===== src/rtl/loader_pkg.sv =====
// Shared definitions for the program loader: FSM state encoding,
// frame start marker and the word positions inside a frame.
package loader_pkg;

    typedef enum logic [2:0] {
        ST_IDLE    = 3'd0,
        ST_ADDR_HI = 3'd1,
        ST_ADDR_LO = 3'd2,
        ST_COUNT   = 3'd3,
        ST_DATA    = 3'd4,
        ST_CHECK   = 3'd5,
        ST_DONE    = 3'd6,
        ST_ERROR   = 3'd7
    } loader_state_t;

    localparam logic [15:0] LOADER_MAGIC = 16'hA55A;

    // Frame layout: MAGIC, ADDR_HI, ADDR_LO, COUNT, COUNT data words, CHECK.
    localparam int unsigned FRAME_IDX_MAGIC   = 0;
    localparam int unsigned FRAME_IDX_ADDR_HI = 1;
    localparam int unsigned FRAME_IDX_ADDR_LO = 2;
    localparam int unsigned FRAME_IDX_COUNT   = 3;
    localparam int unsigned FRAME_IDX_DATA    = 4;

endpackage


===== src/rtl/program_loader.sv =====
// Streams framed program images into instruction memory and holds the
// processor in reset until a frame has been loaded with a good checksum.
//
// Stream handshake: a word transfers on a rising edge where
// in_valid && in_ready are both high. in_ready does not depend on in_valid;
// it is low only while rst is high or after a checksum error.
module program_loader
    import loader_pkg::*;
(
    input  logic          clk,
    input  logic          rst,
    input  logic          in_valid,
    input  logic [15:0]   in_data,
    output logic          in_ready,
    output logic          write_enable,
    output logic [31:0]   write_addr,
    output logic [15:0]   write_data,
    output logic          cpu_hold,
    output logic          load_done,
    output logic          load_error,
    output loader_state_t dbg_state
);

    loader_state_t state_q;
    loader_state_t state_d;

    logic [31:0] addr_q;
    logic [15:0] count_q;
    logic [15:0] acc_q;

    logic        write_enable_q;
    logic [31:0] write_addr_q;
    logic [15:0] write_data_q;
    logic        cpu_hold_q;
    logic        load_done_q;
    logic        load_error_q;

    logic accept;

    assign in_ready     = !rst && (state_q != ST_ERROR);
    assign accept       = in_valid && in_ready;

    assign write_enable = write_enable_q;
    assign write_addr   = write_addr_q;
    assign write_data   = write_data_q;
    assign cpu_hold     = cpu_hold_q;
    assign load_done    = load_done_q;
    assign load_error   = load_error_q;
    assign dbg_state    = state_q;

    // State register.
    always_ff @(posedge clk) begin
        if (rst) begin
            state_q <= ST_IDLE;
        end else begin
            state_q <= state_d;
        end
    end

    // Next-state logic: every move is triggered by an accepted word; ERROR is terminal.
    always_comb begin
        state_d = state_q;
        if (accept) begin
            case (state_q)
                ST_IDLE: begin
                    if (in_data == LOADER_MAGIC) state_d = ST_ADDR_HI;
                end
                ST_ADDR_HI: state_d = ST_ADDR_LO;
                ST_ADDR_LO: state_d = ST_COUNT;
                ST_COUNT: begin
                    if (in_data == 16'h0000) state_d = ST_CHECK;
                    else                     state_d = ST_DATA;
                end
                ST_DATA: begin
                    if (count_q == 16'd1) state_d = ST_CHECK;
                end
                ST_CHECK: begin
                    if (in_data == acc_q) state_d = ST_DONE;
                    else                  state_d = ST_ERROR;
                end
                ST_DONE: begin
                    if (in_data == LOADER_MAGIC) state_d = ST_ADDR_HI;
                end
                ST_ERROR: state_d = ST_ERROR;
                default:  state_d = ST_IDLE;
            endcase
        end
    end

    // Datapath and registered outputs; reset overrides any write pending from the last accept.
    always_ff @(posedge clk) begin
        if (rst) begin
            addr_q         <= 32'h0;
            count_q        <= 16'h0;
            acc_q          <= 16'h0;
            write_enable_q <= 1'b0;
            write_addr_q   <= 32'h0;
            write_data_q   <= 16'h0;
            cpu_hold_q     <= 1'b1;
            load_done_q    <= 1'b0;
            load_error_q   <= 1'b0;
        end else begin
            write_enable_q <= 1'b0;
            if (accept) begin
                case (state_q)
                    ST_ADDR_HI: addr_q[31:16] <= in_data;
                    ST_ADDR_LO: addr_q[15:0]  <= in_data;
                    ST_COUNT: begin
                        count_q <= in_data;
                        acc_q   <= 16'h0;
                    end
                    ST_DATA: begin
                        write_enable_q <= 1'b1;
                        write_addr_q   <= addr_q;
                        write_data_q   <= in_data;
                        addr_q         <= addr_q + 32'd1;
                        count_q        <= count_q - 16'd1;
                        acc_q          <= acc_q ^ in_data;
                    end
                    default: ;
                endcase
            end
            cpu_hold_q   <= (state_d != ST_DONE);
            load_done_q  <= (state_d == ST_DONE);
            load_error_q <= (state_d == ST_ERROR);
        end
    end

endmodule


===== config.mk =====
export PLATFORM = sky130hd
export DESIGN_NAME = program_loader
export DESIGN_NICKNAME = d
export VERILOG_FILES = /design/src/rtl/loader_pkg.sv /design/src/rtl/program_loader.sv
export SDC_FILE = /design/constraint.sdc
export NUM_CORES = 1
export LEC_CHECK = 0
export CORE_MARGIN = 4
export CORE_UTILIZATION = 50
export DETAILED_ROUTE_END_ITERATION = 10
export PLACE_DENSITY = 0.75
export SETUP_SLACK_MARGIN = 0.05
export SYNTH_ARGS = -nofsm -noshare
export SYNTH_HDL_FRONTEND = slang
export SYNTH_SLANG_ARGS = --single-unit

===== constraint.sdc =====
create_clock -name clk -period 6.69 [get_ports clk]
set_clock_uncertainty 0.05 [all_clocks]
set_input_delay 2.007 -clock clk [delete_from_list [all_inputs] [get_ports clk]]
set_output_delay 2.007 -clock clk [all_outputs]
set_load 0.02 [all_outputs]

## Word level (Yosys, flattened, before mapping)

Cells that the tools add are included.

- Add/subtract/negate cells: 2
- Eq/ne operators: 14
- Mux-type cells: 11
- Bitwise operators: 2
- Reductions and logical operators: 14

Operators by type and width:

| operator | number |
|---|---|
| $pmux W16 S2 | 4 |
| $add A32 B1 Y32 const B | 1 |
| $pmux W3 S7 | 1 |
| $eq A3 B3 Y1 const B | 6 |
| $eq A16 B1 Y1 const B | 1 |
| $eq A16 B16 Y1 | 1 |
| $eq A16 B16 Y1 const B | 1 |
| $logic_not A16 Y1 | 1 |
| $sub A16 B1 Y16 const B | 1 |
| $xor A16 B16 Y16 | 1 |
| $mux W3 | 3 |
| $reduce_and A2 Y1 | 4 |
| $eq A3 B2 Y1 const B | 2 |
| $ne A3 B3 Y1 const B | 2 |
| $reduce_bool A2 Y1 | 3 |
| $reduce_or A2 Y1 | 2 |
| $eq A3 B1 Y1 const B | 1 |
| $logic_not A3 Y1 | 1 |
| $mux W1 | 3 |
| $logic_and A1 B1 Y1 | 2 |
| $logic_not A1 Y1 | 1 |
| $not A1 Y1 | 1 |

- Flip-flop bits (word level): 119
- Input port bits: 19
- Output and inout bits: 56
- Logic and storage cells: 54

## Longest topological paths before layout

Gate-level depths: netlist (run 1).

- Word-level depth: 5
- Mapped depth: 8
- Depth with buffers taken out: 7

## Worst setup path after synthesis (run 1)

Ideal clock, no wire load.

- Kind: input-to-output
- Start point: in rst
- End point: out in_ready
- Arrival: 2534 ps
- Required time: 4633 ps
- Slack: 2099 ps
- Cell stages on the path: 2
- Path buffers: 1
- Path through: buf_6 a31oi_1

- Cells in the longest elaborated chain, start to end: 2

RTL lines:

| what | RTL line | RTL |
|---|---|---|
| start, declared | program_loader.sv:11 | `input logic rst,` |
| $logic_not A1 Y1 | program_loader.sv:40 | `assign in_ready = !rst && (state_q != ST_ERROR);` |
| $logic_and A1 B1 Y1 | program_loader.sv:40 |  |
| end, declared | program_loader.sv:14 | `output logic in_ready,` |

Every way passes these cells.

## Worst setup path after layout (run 1)

Same ends and word-level chain as after synthesis.

==> run summary, run 1 <==
The run finished with clean final reports. The startpoint of the most critical hold path is write_data[10]. After synthesis the cells add up to 0.00599 mm².

The worst path meets setup with 1690 ps of slack. The cell sitting at the root of the clock tree is a sky130_fd_sc_hd__clkbuf_16. The die covers 0.0138 mm².

Setup repair after global routing left no endpoint under its margin. In this run, CTS created clock tree buffers numbering 17. In the routed design, unresolved DRC markers number 0. Total of max-cap violations: 0.

The via count of the routed design was 5946; the die height was 117 µm. In this run, post-CTS repair resized a total of 0 instances. Along the worst hold path, the cell count comes to 2.

For the weighted congestion reported at the end of routability-driven placement, the log shows 0.865. The global routing's busiest layer was met2. For the finished layout, the period the worst path requires is 5000 ps. Number of sinks driven by the clock tree: 119.

The largest voltage drop on the vdd net is 0.000155 V, and the worst slew slack as a fraction of its limit is 21.0%. From left edge to right edge, the die measures 117 µm. The path type of the worst setup path was in2out.

The logs give 769 for the gate count of the mapped netlist and 819 for the number of nets in the final layout. The number of global-route vias before repair is 5623, and the maximum fanout encountered on the critical timing path is 2. The top cell type by area accounts for 39.8% of the synthesized area. After routing, the total negative slack on setup checks comes to 0 ps. Entering global routing, the biggest net connects 110 pins. Measured against the total synthesized area, the mux share comes to 0.167%. Of the total synthesized cell area, the portion taken by full adders, half adders and majority gates is 0.627%.

The initial antenna violation count came out at 0. The run gives 2940 ps as the data arrival at the endpoint of the critical path. The clock passes through at most 2 buffers. The met1 layer usage reported by global route is 31.6%. The worst-margin pin slew is 1180 ps, and the register-to-register path setup slack is 3440 ps. The post-synthesis compound-gate area fraction came out at 26.2%.

The number of flops mapped to enable cells by yosys was 0. The quantity of hold-fixing buffers added after cts was 0; the mean number of vias per cell was 6.25. In this run, synthesis produced a sequential element count of 119. Buffers added to address setup during post-CTS repair amount to 0. The wire-length estimate of the detail-placed layout is 10.8 mm. The standard cell core area was 0.0116 mm². The worst setup path is captured at a primary output. For this run, asynchronously set or reset flops after synthesis account for 0%. The tools report the effective utilization at floorplan as 51.8%.

In the post-synthesis netlist, the biggest area contributors are sky130_fd_sc_hd__dfxtp_1 40%, sky130_fd_sc_hd__a21oi_1 9.3%, sky130_fd_sc_hd__nand2_1 8.3%, sky130_fd_sc_hd__clkbuf_1 3.0%, sky130_fd_sc_hd__o21ai_0 2.9%. At the placement stage, the worst setup path has a slack of 1680 ps. Of the synthesized area, sequential elements account for 39.8%. The path class of the tightest hold or removal check is reg2reg. Clock-pin slew was measured on the worst setup and hold paths at 50 ps. The global-route wire length before repair was 27.5 mm. Xor-xnor portion of the synthesized cell area: 2.63%.

At the worst endpoint, the required time is 4630 ps. For the worst-skew pair, the clock arrives at the later sink with an insertion delay of 420 ps. In the synthesized netlist, the cells that appear most often are 132 x sky130_fd_sc_hd__nand2_1, 119 x sky130_fd_sc_hd__dfxtp_1, 111 x sky130_fd_sc_hd__a21oi_1, 48 x sky130_fd_sc_hd__clkbuf_1, 44 x sky130_fd_sc_hd__nor2_1. Routed wire length: 16.8 mm. Endpoint of the most critical register-to-register path: addr_q[31]. The run gives 71 as the count of different cell masters after synthesis. After Yosys synthesis, and, or, nand and nor cells account for 24.6% of the synthesized area. For the global route total overflow, the log shows 0. The global routing usage on met3 came out at 6.11%. The number of nets handed over by synthesis was 791.

Setup violations remaining at the end of the flow were counted as 0. The number of fillers in the final layout is 1014, and the boundary pin count is 75. The total of buffers placed on input and output ports was 74.

Once detail routing completed, the nets flagged for antenna violations numbered 0. Yosys printed 0 warnings. The repair_antennas step left the layout with diodes totalling 0. The tools report the reg-to-reg critical path startpoint as dbg_state[2]. For this block, the initial DRC count from the detailed router was 576.

In this run the core area contains 39 standard-cell rows. For met2 alone, demand over resource in global routing was 36.5%. From synthesis to final layout, the design area changed by 21.3%. The most used flip-flop cell after synthesis is sky130_fd_sc_hd__dfxtp_1. Summed over all instances, the cell type with the most area after synthesis is sky130_fd_sc_hd__dfxtp_1.

The synthesized area divided by synthesized cell count is 7.78 µm². The cell with the most instances after synthesis is sky130_fd_sc_hd__nand2_1. The dominant combinational cell family by area after synthesis was compound AO/OA/AOI/OAI gates. The number of max-slew violations in the final report was 0. The tools report the critical path startpoint category as an input pin. The number of cells on the worst reg-to-reg path is 7. The number of hold violations in the final report was 0; the average detailed-routed wire length per instance was 17.6 µm. Timing would allow up to 200 MHz.

For this run, the detailed router's first-pass iteration total came to 5. For this run, the total global-route usage over all layers was measured as 24.0%. For this design the static power due to leakage is 0.00257 µW. The worst path uses 74.7% of the clock period. TritonCTS built the clock tree. Dividing total power by cell area gives a power density of 236 mW/mm².

Of the cells placed in the final design, the portion with a size suffix greater than 1 is 7.91%. The H-tree depth is 4. For hold timing, the worst endpoint is write_data[10].
-- sequential cells by signal, indices dropped and copies added, names as in the netlist --
signal        cells
dbg_state         3
write_data       16
addr_q           32
count_q          16
write_enable      1
cpu_hold          1
load_error        1
write_addr       32
acc_q            16
load_done         1
-- power by group --
group	internal, µW	switching [µW]
Clock	631	314
Sequential	709	0.000646
Combinational	18.5	41.3
Total	1360	355
-- cells in the final DEF (no fill, tap or decap), types with 3 or more instances in the layout --
master                            Yosys  routed
sky130_fd_sc_hd__a211oi_1            10      10
sky130_fd_sc_hd__a21o_1               8       8
sky130_fd_sc_hd__a21oi_1            111     110
sky130_fd_sc_hd__a22oi_1              6       6
sky130_fd_sc_hd__a311oi_1             5       5
sky130_fd_sc_hd__a31o_2               3       3
sky130_fd_sc_hd__a31oi_1              9       9
sky130_fd_sc_hd__a41oi_1              6       6
sky130_fd_sc_hd__and2_1               7       7
sky130_fd_sc_hd__and3_1               3       3
sky130_fd_sc_hd__and3b_1              3       3
sky130_fd_sc_hd__buf_4                0       7
sky130_fd_sc_hd__bufinv_16            0       3
sky130_fd_sc_hd__clkbuf_16            0      17
sky130_fd_sc_hd__clkbuf_8             2       5
sky130_fd_sc_hd__clkdlybuf4s50_1      0      73
sky130_fd_sc_hd__dfxtp_1            119     119
sky130_fd_sc_hd__ha_1                 3       3
sky130_fd_sc_hd__inv_1                7       7
sky130_fd_sc_hd__nand2_1            132     131
sky130_fd_sc_hd__nand3_1             20      20
sky130_fd_sc_hd__nand3b_1             3       3
sky130_fd_sc_hd__nand4_1             10      10
sky130_fd_sc_hd__nor2_1              44      44
sky130_fd_sc_hd__nor3_1              26      25
sky130_fd_sc_hd__nor4_1              12      12
sky130_fd_sc_hd__o211a_1             14      14
sky130_fd_sc_hd__o211ai_1             3       3
sky130_fd_sc_hd__o21a_1               3       3
sky130_fd_sc_hd__o21ai_0             35      34
sky130_fd_sc_hd__o221a_2              5       5
sky130_fd_sc_hd__o22ai_1              4       4
sky130_fd_sc_hd__o31ai_1              7       7
sky130_fd_sc_hd__or3_1                8       8
sky130_fd_sc_hd__or4_1                9       9
sky130_fd_sc_hd__xor2_1              16      16
-- kinds of logic after synthesis --
group,after synthesis
AND/OR/NAND/NOR,301
buffers and inverters,80
multiplexers,1
flip-flops,119
XOR/XNOR,18
AO/OA/AOI/OAI,247
adder cells (fa/ha/maj),3
-- area by class of cell --
type                       count  area (µm²)  area share [%]
clock buffer                  24         502            6.91
clock inverter                 7         116            1.60
inverter                       9        33.8           0.465
multi-input combinational    570        3260            44.9
sequential                   119        2380            32.8
tap                          143         179            2.47
timing repair buffer          80         783            10.8
-- stage by stage --
step / instance area, µm² / hold WS [ps] / power (µW) / utilization (%) / std cells
after floorplan: 5990 / 390 / 756 / - / 769
after CTS: 7260 / 404 / 1720 / 62.8 / 952
after global routing: 7260 / 420 / 1760 / 62.8 / 952
after detailed placement: 6640 / 396 / 782 / 57.4 / 921
final: 7260 / 400 / 1710 / 62.8 / 952
after global placement: 6640 / 393 / 781 / 57.4 / 921
-- layer usage --
layer / share of wire [%] / vias up
met5: 0 / -
met4: 3.4 / 0
met3: 7.8 / 47
met2: 46 / 263
met1: 43 / 2799
li1: - / 2837
-- worst max-delay path by stage --
stage / start / to / slack (ps) / cells after the start
final: rst / in_ready / 1690 / 3
after global routing: rst / in_ready / 1580 / 3
after CTS: rst / in_ready / 1670 / 3
after detailed placement: rst / in_ready / 1680 / 3
after global placement: rst / in_ready / 1690 / 3
after floorplan: rst / in_ready / 2100 / 2
-- critical path, stage by stage --
cell                              delay [ps]
sky130_fd_sc_hd__buf_4                   110
sky130_fd_sc_hd__a31oi_1                 180
sky130_fd_sc_hd__clkdlybuf4s50_1         640
No activity file was read; power rests on OpenSTA's default activity.
==> inputs of run 2 (changes only) <==
==> constraint.sdc (replaced) <==
create_clock -name clk -period 4.7 [get_ports clk]
set_clock_uncertainty 0.05 [all_clocks]
set_input_delay 1.41 -clock clk [delete_from_list [all_inputs] [get_ports clk]]
set_output_delay 1.41 -clock clk [all_outputs]
set_load 0.02 [all_outputs]
==> run summary, run 2 (synthesis gave the netlist of run 1 again) <==
The mean number of vias per cell works out to 6.24 (-0.13%). The run gives 0 ps (unchanged) as the aggregate negative setup slack. The post-detailed-route count of antenna-violating nets came out at 0 (unchanged). The tools report the root cell of the clock tree as sky130_fd_sc_hd__clkbuf_16.

The worst setup path is captured at a primary output. The logs give 1950 µW (+43%) for the total internal power and 3.5% (about the same) for the proportion of power drawn by combinational gates. The die height works out to 117 µm (unchanged).

The tools report the combined global-route utilization of all metal layers as 25.1% (+1.0 points). The weighted congestion reported at the end of routability-driven placement is 0.888 (+2.7%). The power dissipated by switching net loads was 501 µW (+41%); the final period utilization was 82.2%. The detailed-routing iteration count for the pre-antenna-repair pass was 5 (unchanged); the minimum period implied by the final worst setup slack was 3860 ps. For the global route total overflow, the log shows 0 (unchanged). The run gives 0 (unchanged) as the count of unresolved DRC violations after routing. The total of buffers placed on input and output ports was 74 (unchanged).

The run finished with clean final reports. Fraction of final layout cells with drive strength greater than 1: 8.33% (+0.42 points). For the cell area after layout, the log shows 0.00730 mm² (+0.60%). The worst hold path class is reg2reg. The tools report the H-tree depth as 4 (unchanged). The top cell types in the final layout, fill and taps aside, are 131 x sky130_fd_sc_hd__nand2_1, 119 x sky130_fd_sc_hd__dfxtp_1, 110 x sky130_fd_sc_hd__a21oi_1. The logs give 0.0116 mm² (unchanged) for the standard cell core area and 11.4 mm (+5.5%) for the detailed-placement wirelength estimate.

The power per cell area is 335 mW/mm² (+42%), and the boundary pin count is 75 (unchanged). The area growth from synthesis to layout is 22.0%. The area of the die is 0.0138 mm² (unchanged), and the quantity of hold-fixing buffers added after cts is 0 (unchanged). The run gives 0 (unchanged) as the post-CTS repair timing setup buffer count.

The logs give 22.4% (+1.4 points) for the worst slew slack as a fraction of its limit and 2090 ps (-1350 ps) for the register-to-register path setup slack. For the fmax, the log shows 259 MHz. The average detailed-routed wire length per instance came out at 18.1 µm (+2.6%). The data arrival at the endpoint of the critical path was 2400 ps (-540 ps).

The run gives 17.3 mm (+3.4%) as the routed wire length. The slowest stage of the critical path belongs to the cell sky130_fd_sc_hd__clkdlybuf4s50_1. The tightest hold margin is 400 ps (+0.0710 ps). The run gives 0.000247 V (+59%) as the largest voltage drop on the vdd net.

The floorplan row count was 39 (unchanged). The worst setup path is of the in2out kind. The maximum fanout encountered on the critical timing path is 2 (unchanged). The longest individual stage delay on the worst path came out at 660 ps (+20 ps). The run gives 0 (unchanged) as the antenna diode count. Leaving out fill and tap cells, the most frequent cell in the layout is sky130_fd_sc_hd__nand2_1.

The worst-margin pin slew is 1160 ps (-13.3 ps), and the post-cts gate resize count is 0 (unchanged). The number of violations reported at the end of detailed-routing iteration 0 is 626 (+8.7%), and the number of clock buffers inserted by TritonCTS is 17 (unchanged). The via count of the routed design is 5982 (+0.61%). Number of max-slew violations in the final report: 0 (unchanged). Number of nets in the final layout: 826 (+0.85%). The overall die width works out to 117 µm (unchanged). The effective utilization at floorplan was 51.8% (unchanged).

Relative contribution of sequential cells to total power: 41.3% (about the same). Setup repair after global routing left no endpoint under its margin. The share of the core filled with cells is 63.1% (+0.38 points), and the initial antenna violation count is 0 (unchanged). STA classifies the critical path startpoint as an input pin. The number of sinks driven by the clock tree was 119 (unchanged).

The clock latency at the later pin of the worst-skew pair is 420 ps (about the same). For the setup-violating endpoint count in the final report, the log shows 0 (unchanged). The number of global-route vias before repair was 5629 (+0.11%). The static leakage was 0.00260 µW (+1.1%). Walking the worst path, the cells encountered are buf_4 > a31oi_1 > clkdlybuf4s50_1. The maximum buffer depth of the clock tree is 2 (unchanged). For the total of max-cap violations, the log shows 0 (unchanged). TritonCTS built the clock tree. The data required time of the critical path was 3240 ps (-1390 ps).

The post-place instance area is 0.00669 mm² (+0.72%). The switching portion of total power is 20.5% (-0.27 points). The clock network fraction of total power was 55.2% (about the same); the global-route wire length before repair was 28.6 mm (+4.1%).

The clock slew seen by the registers of the worst setup and hold paths works out to 50 ps (about the same). The largest net degree at the start of global routing is 110 (unchanged). For the number of hold violations in the final report, the log shows 0 (unchanged).
==> run 2: stage by stage <==
step	setup slack, ps	cells	total power (µW)
6_report	836	959	2450
5_1_grt	794	959	2510
4_1_cts	833	959	2460
3_5_place_dp	848	928	1110
3_3_place_gp	895	928	1110
2_1_floorplan	1300	769	1080
==> run 2: metal layers <==
layer	vias to the layer above	GRT usage, %	wire, µm
li1	2855	-	-
met1	2791	32.9	7400
met2	291	40.0	8080
met3	45	6.16	1460
met4	0	9.38	408
met5	-	0	0
==> run 2: path summary, 6_finish.rpt <==
| path | from | end | cells past startpoint |
|---|---|---|---|
| min | write_addr[18] | write_addr[18] | 2 |
| max | rst | in_ready | 3 |
| min reg2reg | write_addr[18] | write_addr[18] | 2 |
| max reg2reg | dbg_state[2] | addr_q[31] | 7 |
==> run 2: cell type report <==
type / instances / area (µm²)
Fill cell: 1009 / 4260
Multi-Input combinational cell: 570 / 3260
Sequential cell: 119 / 2380
Timing Repair Buffer: 87 / 836
Clock buffer: 23 / 468
Tap cell: 143 / 179
Clock inverter: 8 / 146
Inverter: 9 / 33.8
==> run 2: power by group through the flow <==
stage                     logic, µW  clock network, µW  registers (µW)
after floorplan                45.8                  0            1030
after global placement         83.2                  0            1030
after detailed placement       83.9                  0            1030
after CTS                      84.7               1370            1010
after global routing           91.4               1410            1010
final                          86.8               1350            1010
==> run 2: critical path, delay by kind of cell <==
family | cells | cell delay, ps
AO/OA/AOI/OAI | 1 | 220
buffers and inverters | 2 | 770
==> inputs of run 3 (changes only) <==
==> constraint.sdc (replaced) <==
create_clock -name clk -period 3.8 [get_ports clk]
set_clock_uncertainty 0.05 [all_clocks]
set_input_delay 1.14 -clock clk [delete_from_list [all_inputs] [get_ports clk]]
set_output_delay 1.14 -clock clk [all_outputs]
set_load 0.02 [all_outputs]
==> run summary, run 3 (synthesis gave the netlist of run 1 again) <==
STA classifies the critical path endpoint as a primary output. Static leakage: 0.00258 µW (-0.55%). Setup repair after global routing left no endpoint under its margin. The clock network fraction of total power is 50.5% (-4.7 points). Total internal power: 2150 µW (+11%). The critical path startpoint category is an input pin. The run gives 17.5 mm (+0.89%) as the routed wire length.

The fraction of final layout cells with drive strength greater than 1 was 8.78% (+0.45 points); the worst-margin pin slew was 1160 ps (-5.07 ps). The tools report the floorplan row count as 39 (unchanged). Boundary pin count: 75 (unchanged). The combined global-route utilization of all metal layers is 25.4% (+0.32 points), and the switching portion of total power is 21.7% (+1.3 points).

The data required time of the critical path is 2610 ps (-630 ps), and the number of cell instances on the worst register-to-register path is 7 (unchanged). The library cell used most frequently in the layout, excluding fill and tap cells, is sky130_fd_sc_hd__nand2_1. The run gives 0 ps (unchanged) as the aggregate negative setup slack.

The global route total overflow is 0 (unchanged), and the number of cells on the worst hold path is 2 (unchanged). The number of nets in the final layout is 832 (+0.73%), and the effective utilization at floorplan is 51.8% (unchanged). The cell family contributing the most delay on the critical path is buffers and inverters.

The area of the die is 0.0138 mm² (unchanged). The antenna diode count came out at 0 (unchanged). The die height works out to 117 µm (unchanged).

Data arrival at the endpoint of the critical path: 2110 ps (-290 ps). The flow ran to the end, and the final reports show no timing, DRC or antenna violations. The library cell contributing the largest single delay on the critical path is sky130_fd_sc_hd__clkdlybuf4s50_1. Quantity of hold-fixing buffers added after cts: 0 (unchanged).

The run gives 22.2% (-0.18 points) as the worst slew slack as a fraction of its limit. For the power dissipated by switching net loads, the log shows 598 µW (+19%). The buffering stage count on the worst path with inverters included came out at 2 (unchanged).

The post-detailed-route count of antenna-violating nets is 0 (unchanged). Number of clock buffers inserted by TritonCTS: 17 (unchanged). Static timing analysis puts the maximum clock frequency at 303 MHz. The setup-violating endpoint count in the final report is 0 (unchanged). Post-cts gate resize count: 0 (unchanged).

The initial antenna violation count was 0 (unchanged). Tightest hold margin: 400 ps (-0.689 ps). The run gives 4.0% (+0.5 points) as the proportion of power drawn by combinational gates. The worst register-to-register path ends at addr_q[12]. The startpoint of the most critical hold path was write_addr[12]. The destination of the worst hold path was write_addr[12]. Traced cell by cell, the critical path runs through buf_4 > a31oi_1 > clkdlybuf4s50_1.

The maximum buffer depth of the clock tree was 2 (unchanged); the overall die width was 117 µm (unchanged). The path class of the tightest hold or removal check is reg2reg. In the layout the commonest cells are 131 x sky130_fd_sc_hd__nand2_1, 119 x sky130_fd_sc_hd__dfxtp_1, 110 x sky130_fd_sc_hd__a21oi_1.

Clock latency at the later pin of the worst-skew pair: 420 ps (about the same). The average detailed-routed wire length per instance is 18.2 µm (+0.47%), and the total of max-cap violations is 0 (unchanged). The weighted congestion reported at the end of routability-driven placement was 0.928 (+4.5%).

TritonCTS built the clock tree. The tools report the H-tree depth as 4 (unchanged). Detailed-placement wirelength estimate: 12.0 mm (+5.0%). The clock slew seen by the registers of the worst setup and hold paths is 50 ps (about the same), and the growth of design area from synthesis to finish is 20.9%. The power per cell area works out to 380 mW/mm² (+13%).

The root cell of the clock tree is sky130_fd_sc_hd__clkbuf_16. The detailed-routing iteration count for the pre-antenna-repair pass came out at 5 (unchanged). The register-to-register path setup slack was 1150 ps (-940 ps); the longest individual stage delay on the worst path was 660 ps (about the same). The logs give 62.6% (-0.54 points) for the share of the core filled with cells and 5639 (+0.18%) for the number of global-route vias before repair. The total of buffers placed on input and output ports is 74 (unchanged), and the relative contribution of sequential cells to total power is 45.4% (+4.1 points).

For the number of violations reported at the end of detailed-routing iteration 0, the log shows 573 (-8.5%). The via count of the routed design was 5989 (+0.12%); the largest net degree at the start of global routing was 67 (-39%). The final critical path takes up 86.8% of the cycle.

The minimum period implied by the final worst setup slack works out to 3300 ps. The worst setup path is of the in2out kind. The number of hold violations in the final report was 0 (unchanged).

The maximum fanout encountered on the critical timing path came out at 2 (unchanged). The logs give 0 (unchanged) for the count of unresolved DRC violations after routing and 0.0116 mm² (unchanged) for the standard cell core area. The post-CTS repair timing setup buffer count is 0 (unchanged). The global-route wire length before repair was 28.6 mm (-0.22%).

The mean number of vias per cell was 6.22 (-0.30%); the number of max-slew violations in the final report was 0 (unchanged). The largest voltage drop on the vdd net was 0.000297 V (+20%). The run gives 119 (unchanged) as the number of sinks driven by the clock tree. In this run the critical register-to-register path is launched from dbg_state[1].
==> run 3: cell types whose count changed in the layout (fill, tap and decap cells not counted), sizes merged <==
cell / previous run / this run
clkinvlp: 1 / 0
clkbuf: 23 / 24
bufinv: 4 / 0
buf: 14 / 20
clkinv: 4 / 6
==> run 3: power groups by stage <==
stage	clock [µW]	sequential, µW	combinational, µW
after floorplan	0	1280	56.6
after global placement	0	1280	108
after detailed placement	0	1280	108
after CTS	1410	1250	109
after global routing	1470	1250	117
final	1390	1250	111
==> run 3: how the worst max path moves through the flow <==
stage                     end  cells after the start       start  slack [ps]
finish               in_ready                      3         rst         500
global route         in_ready                      3         rst         450
CTS                  in_ready                      3         rst         500
detailed placement  load_done                      6  in_data[5]         290
global placement    load_done                      6  in_data[5]         370
floorplan           load_done                      6  in_data[9]         910
==> run 3: routing by layer <==
metal,wire (µm),track usage (%),vias up
met4,385,8.72,0
li1,-,-,2864
met5,0,0,-
met1,7360,32.3,2809
met2,8250,41.1,277
met3,1500,7.60,39
==> run 3: area by class of cell <==
class / instances / area, µm²
clock buffers: 24 / 482
clock inverters: 5 / 25.0
fillers: 1011 / 4330
inverters: 9 / 33.8
multi-input cells: 570 / 3260
flip-flops and latches: 119 / 2380
well taps: 143 / 179
repair buffers: 93 / 881
==> run 3: through the flow <==
| step | setup slack, ps | area, µm² | std cells | total power (µW) |
|---|---|---|---|---|
| CTS | 502 | 7240 | 963 | 2760 |
| global route | 451 | 7240 | 963 | 2840 |
| detailed placement | 286 | 6730 | 934 | 1380 |
| floorplan | 914 | 5990 | 769 | 1330 |
| global placement | 372 | 6730 | 934 | 1380 |
| finish | 502 | 7240 | 963 | 2750 |
==> run 3: worst register-to-register path, delay by kind of cell (launching register included) <==
| kind | cells | cell delay, ps |
|---|---|---|
| AOI/OAI and AO/OA | 3 | 380 |
| buffers and inverters | 2 | 670 |
| DFF | 1 | 620 |
| and+or+nand+nor | 2 | 850 |
